$ cat src/rtl/hwpe_ctrl_uloop_stepper.sv
// Steps the microcode loop engine once per tuple, adds the returned offsets to
// the per-stream base addresses and hands each address tuple to the streamers
// over valid/ready. Reports completion once the tuple flagged done is accepted.
module hwpe_ctrl_uloop_stepper #(
  parameter int unsigned NB_REG     = 4,
  parameter int unsigned REG_WIDTH  = 32,
  parameter int unsigned ADDR_WIDTH = 32,
  parameter int unsigned LOOP_WIDTH = 3,
  parameter int unsigned CNT_WIDTH  = 16
) (
  input  logic                           clk_i,
  input  logic                           rst_ni,
  input  logic                           clear_i,
  input  logic                           start_i,
  input  logic [NB_REG*ADDR_WIDTH-1:0]   base_addr_i,
  output logic                           uloop_enable_o,
  output logic                           uloop_clear_o,
  input  logic                           uloop_valid_i,
  input  logic                           uloop_done_i,
  input  logic [NB_REG*REG_WIDTH-1:0]    uloop_offs_i,
  input  logic [LOOP_WIDTH-1:0]          uloop_loop_i,
  output logic                           stream_valid_o,
  input  logic                           stream_ready_i,
  output logic [NB_REG*ADDR_WIDTH-1:0]   stream_addr_o,
  output logic [LOOP_WIDTH-1:0]          stream_loop_o,
  output logic                           stream_last_o,
  output logic                           busy_o,
  output logic                           done_o,
  output logic [CNT_WIDTH-1:0]           count_o
);

  typedef enum logic [2:0] {StIdle, StStep, StWait, StIssue, StDone} state_e;

  localparam logic [CNT_WIDTH-1:0] CntOne = 1;

  state_e                         r_state;
  logic [NB_REG*ADDR_WIDTH-1:0]   r_base;
  logic [NB_REG*ADDR_WIDTH-1:0]   r_addr;
  logic [LOOP_WIDTH-1:0]          r_loop;
  logic                           r_last;
  logic                           r_enable;
  logic                           r_valid;
  logic                           r_busy;
  logic                           r_done;
  logic [CNT_WIDTH-1:0]           r_count;

  logic [NB_REG*ADDR_WIDTH-1:0]   w_offs_ext;
  logic [NB_REG*ADDR_WIDTH-1:0]   w_sum;

  // Per-stream offset resize (zero-extend or truncate) and wrapping address sum.
  for (genvar g = 0; g < NB_REG; g++) begin : g_lane
    if (REG_WIDTH >= ADDR_WIDTH) begin : g_trunc
      assign w_offs_ext[g*ADDR_WIDTH +: ADDR_WIDTH] = uloop_offs_i[g*REG_WIDTH +: ADDR_WIDTH];
    end else begin : g_zext
      assign w_offs_ext[g*ADDR_WIDTH +: ADDR_WIDTH] =
        {{(ADDR_WIDTH-REG_WIDTH){1'b0}}, uloop_offs_i[g*REG_WIDTH +: REG_WIDTH]};
    end
    assign w_sum[g*ADDR_WIDTH +: ADDR_WIDTH] = r_base[g*ADDR_WIDTH +: ADDR_WIDTH]
                                             + w_offs_ext[g*ADDR_WIDTH +: ADDR_WIDTH];
  end

  // Sequencer FSM; every output except the loop-engine clear is registered here.
  always_ff @(posedge clk_i or negedge rst_ni) begin
    if (!rst_ni) begin
      r_state  <= StIdle;
      r_base   <= '0;
      r_addr   <= '0;
      r_loop   <= '0;
      r_last   <= 1'b0;
      r_enable <= 1'b0;
      r_valid  <= 1'b0;
      r_busy   <= 1'b0;
      r_done   <= 1'b0;
      r_count  <= '0;
    end else if (clear_i) begin
      r_state  <= StIdle;
      r_base   <= '0;
      r_addr   <= '0;
      r_loop   <= '0;
      r_last   <= 1'b0;
      r_enable <= 1'b0;
      r_valid  <= 1'b0;
      r_busy   <= 1'b0;
      r_done   <= 1'b0;
      r_count  <= '0;
    end else begin
      // Enable and done are single-cycle pulses raised only on state entry.
      r_enable <= 1'b0;
      r_done   <= 1'b0;
      unique case (r_state)
        StIdle: begin
          if (start_i) begin
            r_base   <= base_addr_i;
            r_count  <= '0;
            r_busy   <= 1'b1;
            r_enable <= 1'b1;
            r_state  <= StStep;
          end
        end
        StStep: begin
          r_state <= StWait;
        end
        StWait: begin
          if (uloop_valid_i) begin
            r_addr  <= w_sum;
            r_loop  <= uloop_loop_i;
            r_last  <= uloop_done_i;
            r_valid <= 1'b1;
            r_state <= StIssue;
          end
        end
        StIssue: begin
          if (stream_ready_i) begin
            r_valid <= 1'b0;
            r_count <= r_count + CntOne;
            if (r_last) begin
              r_done  <= 1'b1;
              r_state <= StDone;
            end else begin
              r_enable <= 1'b1;
              r_state  <= StStep;
            end
          end
        end
        StDone: begin
          r_busy  <= 1'b0;
          r_state <= StIdle;
        end
        default: begin
          r_state <= StIdle;
        end
      endcase
    end
  end

  // Loop-engine clear follows the soft clear combinationally, plus the DONE pulse.
  always_comb begin
    uloop_clear_o = clear_i | r_done;
  end

  assign uloop_enable_o = r_enable;
  assign stream_valid_o = r_valid;
  assign stream_addr_o  = r_addr;
  assign stream_loop_o  = r_loop;
  assign stream_last_o  = r_last;
  assign busy_o         = r_busy;
  assign done_o         = r_done;
  assign count_o        = r_count;

endmodule

$ cat config.mk
export PLATFORM = sky130hd
export DESIGN_NAME = hwpe_ctrl_uloop_stepper
export DESIGN_NICKNAME = d
export VERILOG_FILES = /design/src/rtl/hwpe_ctrl_uloop_stepper.sv
export SDC_FILE = /design/constraint.sdc
export NUM_CORES = 1
export LEC_CHECK = 0
export CORE_MARGIN = 10
export CORE_UTILIZATION = 45
export DETAILED_ROUTE_END_ITERATION = 8
export HOLD_SLACK_MARGIN = 0.12
export PLACE_DENSITY = 0.74
export SLEW_MARGIN = 40
export SYNTH_ARGS = -nofsm -noshare
export SYNTH_HDL_FRONTEND = slang
export SYNTH_SLANG_ARGS = --single-unit
$ cat constraint.sdc
create_clock -name clk_i -period 4 [get_ports clk_i]
set_input_delay 0.6 -clock clk_i [delete_from_list [all_inputs] [get_ports clk_i]]
set_output_delay 0.6 -clock clk_i [all_outputs]
set_load 0.02 [all_outputs]
==> impl_metrics.ini, run 1 <==
[routing]
num_vias = 15880
drtIter0Drc = 1140
vias_per_cell = 5.853
drtPass1Iterations = 5
drt-wirelength-per-cell_um = 21.81
drc = 0
drtAntennaViolNets = 0
finalWirelength_mm = 59.17

[synthesis]
syn_area_per_cell_um2 = 9.245
synth-warning-count = 0
ys.flop_type = dfrtp_1
postSynth.asyncResetShare_pct = 100.0
seq_area_frac_synth_pct = 41.95
syn_inst = 1826
muxShareOfSynthArea_pct = 0.3113
synth_top_family_by_area = compound AO/OA/AOI/OAI gates
synth-compound-area-share_pct = 25.55
ys_ff_latch = 283
synth_cell_type_count = 70
synth_edf_count = 0
yosys.area_share.simple_pct = 14.05
synthAdderAreaFrac_pct = 9.739
synth_nets = 2221
netlist_area_um2 = 16880
synth_xor_area_share_pct = 5.551

[power]
p_sw_share_pct = 29.73
power_frac_comb_pct = 24.4
p_clk_share_pct = 38.4
p_leak_uw = 0.01031
p_seq_share_pct = 37.2
finalPower_uw = 8437
internal_power_uw = 5929
p_sw_uw = 2508
power_density_nw_per_um2 = 370.2
vdd_drop_max_uv = 255.0

[outcome]
status = finished clean

[placed_design]
place_congestion = 0.9333
placed_area_um2 = 21580
io_buffers = 418
hpwl_mm = 44.56

[sta]
setup_viol = 0
period_share_pct = 82.39
min_period_ns = 3.296
hold_slack_ns = 0.3214
rsz0062_at_grt = false
slew_headroom_pct = 47.08
tightestPinTransition_ns = 0.7937
fmax_mhz = 303.4
fin_setup_tns_ns = 0
skew_ns = 0.01986
hold_viol_final = 0
slew_viol_final = 0

[hold_path]
hold_path_class = input port to flop

[floorplan]
initial_core_util_pct = 45.89
chipHeight_um = 213.7
io_pins = 419
core_um2 = 36790
rows = 70
die_w_um = 213.7
die_area_um2 = 45660

[grt]
grt_pass1_vias = 15790
grt_pass1_wl_mm = 89.46
antenna_found_initial = 7
grt_max_degree = 91
grt-ovfl-total = 0
track_usage_pct = 24.94

[clocking]
cts_root_buf = clkbuf_16
numCtsBuffers = 35
cts_buffer_depth = 3
cts_tree = done
cts.sinks = 283
post-cts-setup-buffers = 0
path_clk_slew_ns = 0.06
htree_levels = 2
clk_latency_ns = 0.55

[worst_setup_path]
start_kind = input port
critPathKind = input port to flop
cp_max_fo = 5
cp.required_ns = 4.41
cp_data_arrival_time_ns = 3.71
worst_setup_path_end_kind = flop
r2r_slack_ns = 0.86

[finish]
fin_area_um2 = 22790
layout_common_cells = 416 x clkdlybuf4s50_1, 283 x dfrtp_1, 248 x nand2_1
fin_nets = 2611
final_common_cell = clkdlybuf4s50_1
final_core_util_pct = 61.96
drive_above_1_share_pct = 4.866
syn_to_final_growth_pct = 35.01

[run]
max_cap_viol_count = 0
## metrics by stage
stage                     worst slack [ns]  cells
final                               0.7045   2713
after global routing                0.4670   2711
after CTS                           0.7420   2707
after detailed placement            0.1808   2645
after global placement              0.2384   2644
after floorplan                     0.9528   1826
## final cells by class
| cell class | count | area [µm²] |
|---|---|---|
| tap | 468 | 585.6 |
| fill | 3123 | 13990 |
| timing repair buffer | 447 | 4464 |
| inverter | 34 | 127.6 |
| clock buffer | 50 | 1025 |
| multi-input combinational | 1415 | 9355 |
| antenna | 5 | 12.51 |
| sequential | 283 | 7082 |
| clock inverter | 11 | 138.9 |
## power by group through the flow
stage	Clock [µW]	Combinational, µW	Sequential [µW]
6_report	3240	2060	3140
3_3_place_gp	0	2010	3180
5_1_grt	3420	2240	3150
3_5_place_dp	0	2030	3180
2_1_floorplan	0	1140	3220
4_1_cts	3310	2050	3130
## state kept, by name (all words and copies together), names as in the netlist
| signal | cells |
|---|---|
| stream_addr_o | 128 |
| r_base | 128 |
| stream_loop_o | 3 |
| count_o | 16 |
| r_state | 3 |
| done_o | 1 |
| uloop_enable_o | 1 |
| stream_last_o | 1 |
| stream_valid_o | 1 |
| busy_o | 1 |
## metal layers
metal | track usage, % | wire length (µm) | up-vias
met3 | 7.855 | 5251 | 110
met5 | 0 | 40 | -
met2 | 41.08 | 27730 | 558
met4 | 8.580 | 2026 | 6
li1 | - | - | 7464
met1 | 30.32 | 24130 | 7740
## synthesized netlist by cell type (17+ instances only)
| cell | number | area [µm²] |
|---|---|---|
| dfrtp_1 | 283 | 7082 |
| nand2_1 | 250 | 938.4 |
| a21oi_1 | 199 | 996.0 |
| a22o_1 | 125 | 1095 |
| ha_1 | 125 | 1564 |
| o21ai_0 | 122 | 610.6 |
| nor2_1 | 97 | 364.1 |
| clkbuf_1 | 84 | 315.3 |
| a21o_1 | 62 | 465.5 |
| xnor2_1 | 59 | 516.8 |
| xor2_1 | 48 | 420.4 |
| nand3_1 | 39 | 195.2 |
| inv_1 | 34 | 127.6 |
| nand4_1 | 28 | 175.2 |
| a31oi_1 | 21 | 131.4 |
| and3_1 | 19 | 118.9 |
| a211oi_1 | 18 | 135.1 |
| nand2b_1 | 17 | 106.4 |
## logic make-up after synthesis
family | after synthesis
XOR/XNOR | 107
flip-flops | 283
adder cells (fa/ha/maj) | 129
AO/OA/AOI/OAI | 651
AND/OR/NAND/NOR | 523
multiplexers | 5
buffers and inverters | 128
## critical path, stage by stage
cell and delay [ns]:
clkdlybuf4s50_1 0.46, ha_1 0.23, inv_1 0.07, fa_1 0.37
nor2b_1 0.21, o211ai_1 0.14, a21o_1 0.22, a31o_2 0.24
nor2_1 0.14, o31ai_1 0.16, or4_1 0.56, o311ai_0 0.29
## path summary, 6_finish.rpt
check	to	start	cells past startpoint
max	stream_addr_o[62]	uloop_offs_i[32]	12
min	stream_valid_o	clear_i	2
max reg2reg	stream_addr_o[62]	r_base[32]	11
min reg2reg	stream_addr_o[104]	stream_addr_o[104]	2
max in group asynchronous	stream_addr_o[111]	rst_ni	4
min in group asynchronous	r_base[60]	rst_ni	2
## repair_timing
action                                  CTS  global route
endpoints found under the hold margin    58             0
hold buffers                              1             0
endpoints found under the setup margin    0             0
resized for setup                         0             0
Power figures use the tool's default switching activity.
==> inputs of run 2 (changes only) <==
--- a/config.mk
+++ b/config.mk
@@ -9,7 +9,7 @@
 export CORE_UTILIZATION = 45
 export DETAILED_ROUTE_END_ITERATION = 8
 export HOLD_SLACK_MARGIN = 0.12
-export PLACE_DENSITY = 0.74
+export PLACE_DENSITY = 0.77
 export SLEW_MARGIN = 40
 export SYNTH_ARGS = -nofsm -noshare
 export SYNTH_HDL_FRONTEND = slang
==> constraint.sdc (replaced) <==
create_clock -name clk_i -period 2.7 [get_ports clk_i]
set_input_delay 0.405 -clock clk_i [delete_from_list [all_inputs] [get_ports clk_i]]
set_output_delay 0.405 -clock clk_i [all_outputs]
set_load 0.02 [all_outputs]
==> run 2 against run 1 <==
The run now ends with negative setup slack left. Sequential power rose by 48%. Non-clock buffer count rose by 300. Clock skew fell by 0.0053 ns. Sequential share of layout area fell by 3.7 points. Routed wire length rose by 9.8%. Critical path type is now flop to flop.
==> impl_metrics.ini, run 2 (same netlist as run 1, synthesis figures left out) <==
[outcome]
status = finished, violations left
violations = negative setup slack

[worst_setup_path]
worst_setup_path_end_kind = flop
critPathKind = flop to flop
cp.required_ns = 3.13
cp_max_fo = 4
r2r_slack_ns = -0.04
start_kind = flop
cp_data_arrival_time_ns = 3.17

[routing]
finalWirelength_mm = 65.00
drc = 0
drtAntennaViolNets = 0
drtPass1Iterations = 5
drtIter0Drc = 1419
drt-wirelength-per-cell_um = 21.60
num_vias = 17460
vias_per_cell = 5.804

[placed_design]
io_buffers = 418
placed_area_um2 = 23790
preCtsSetupSlack_ns = -0.6977
hpwl_mm = 48.51
place_congestion = 0.9597

[sta]
slew_headroom_pct = 52.95
fmax_mhz = 365.1
rsz0062_at_grt = true
skew_ns = 0.01455
hold_slack_ns = 0.2861
setup_viol = 2
slew_viol_final = 0
min_period_ns = 2.739
fin_ws_ns = -0.03924
period_share_pct = 101.5
tightestPinTransition_ns = 0.7041
hold_viol_final = 0

[grt]
grt_pass1_wl_mm = 98.74
antenna_found_initial = 5
track_usage_pct = 27.16
grt_pass1_vias = 18240
grt_max_degree = 76
grt-ovfl-total = 0

[power]
p_sw_uw = 3976
p_seq_share_pct = 34.5
internal_power_uw = 9520
p_leak_uw = 0.01194
vdd_drop_max_uv = 475.0
p_clk_share_pct = 36.9
p_sw_share_pct = 29.46
power_density_nw_per_um2 = 522.5
power_frac_comb_pct = 28.6

[clocking]
numCtsBuffers = 35
cts_tree = done
cts_buffer_depth = 3
clk_latency_ns = 0.54
path_clk_slew_ns = 0.06
htree_levels = 2
cts.sinks = 283
cts_root_buf = clkbuf_16

[floorplan]
die_area_um2 = 45660
chipHeight_um = 213.7
core_um2 = 36790
die_w_um = 213.7
io_pins = 419
rows = 70
initial_core_util_pct = 45.89

[finish]
layout_common_cells = 416 x clkdlybuf4s50_1, 316 x buf_4, 283 x dfrtp_1
drive_above_1_share_pct = 19.83
multi_input_comb_area_um2 = 10020
final_common_cell = clkdlybuf4s50_1
seqCellArea_um2 = 7082
syn_to_final_growth_pct = 53.02
fin_area_um2 = 25830
fin_nets = 2911
fillers = 2762
final_core_util_pct = 70.22

[hold_path]
hold_path_class = input port to flop

[run]
max_cap_viol_count = 0
run 2: cell types whose count changed in the layout (fill, tap and decap cells not counted), moves of 8 or more:
cell,change
a211oi_1,-9
o21ai_1,+12
ha_1,-15
a31oi_1,-8
a21oi_2,+10
ha_4,+11
buf_4,+291
a21oi_1,-11
o21ai_0,-19
run 2: per-stage QoR:
step | power [µW] | cells | setup TNS, ns
floorplan | 6477 | 1826 | -0.05006
global placement | 8219 | 2923 | -25.00
detailed placement | 8292 | 2923 | -30.58
CTS | 13390 | 2993 | -0.08134
global route | 14060 | 3008 | -1.482
finish | 13500 | 3009 | -0.06723
run 2: critical path: stages, from the launching register on:
cell and delay, ns:
dfrtp_1 0.39, ha_1 0.34, nand4_1 0.17, o21ai_0 0.17
or3_4 0.36, a311o_2 0.41, a31oi_4 0.18, o41ai_2 0.08
mux2_2 0.27, a32o_1 0.25
run 2: path summary, 6_finish.rpt:
kind / start / to / cells after the start
max: r_base[5] / stream_addr_o[30] / 9
min: clear_i / stream_addr_o[33] / 2
max reg2reg: r_base[5] / stream_addr_o[30] / 9
min reg2reg: stream_addr_o[23] / stream_addr_o[23] / 2
max in group asynchronous: rst_ni / r_base[110] / 3
min in group asynchronous: rst_ni / r_base[58] / 2
run 2: what timing repair did:
action | 4_1_cts | 5_1_grt
cloned | 0 | 0
setup endpoints to repair | 25 | 50
gates resized for setup | 39 | 86
hold buffers | 1 | 0
endpoints found under the hold margin | 66 | 0
buffers inserted | 11 | 13
pin swaps | 20 | 58
run 2: power by group through the flow:
stage | clock (µW) | combinational, µW | sequential [µW]
4_1_cts | 5060 | 3670 | 4650
5_1_grt | 5210 | 4170 | 4680
6_report | 4980 | 3860 | 4660
2_1_floorplan | 0 | 1700 | 4780
3_5_place_dp | 0 | 3570 | 4720
3_3_place_gp | 0 | 3510 | 4710
run 2: layer usage:
| metal | part of all wire, % | routed length, µm | GRT usage [%] |
|---|---|---|---|
| met4 | 4.2 | 2744 | 12.12 |
| met2 | 49 | 31620 | 46.05 |
| met5 | 0.032 | 21 | 0 |
| met3 | 8.1 | 5284 | 6.775 |
| met1 | 39 | 25330 | 32.00 |
run 2: final cells by class:
| cell class | count | area share [%] |
|---|---|---|
| timing repair buffer | 747 | 26.27 |
| clock inverter | 8 | 0.5522 |
| sequential | 283 | 27.41 |
| clock buffer | 50 | 4.161 |
| tap | 468 | 2.267 |
| inverter | 34 | 0.4940 |
| multi-input combinational | 1415 | 38.80 |
| antenna | 4 | 0.03875 |
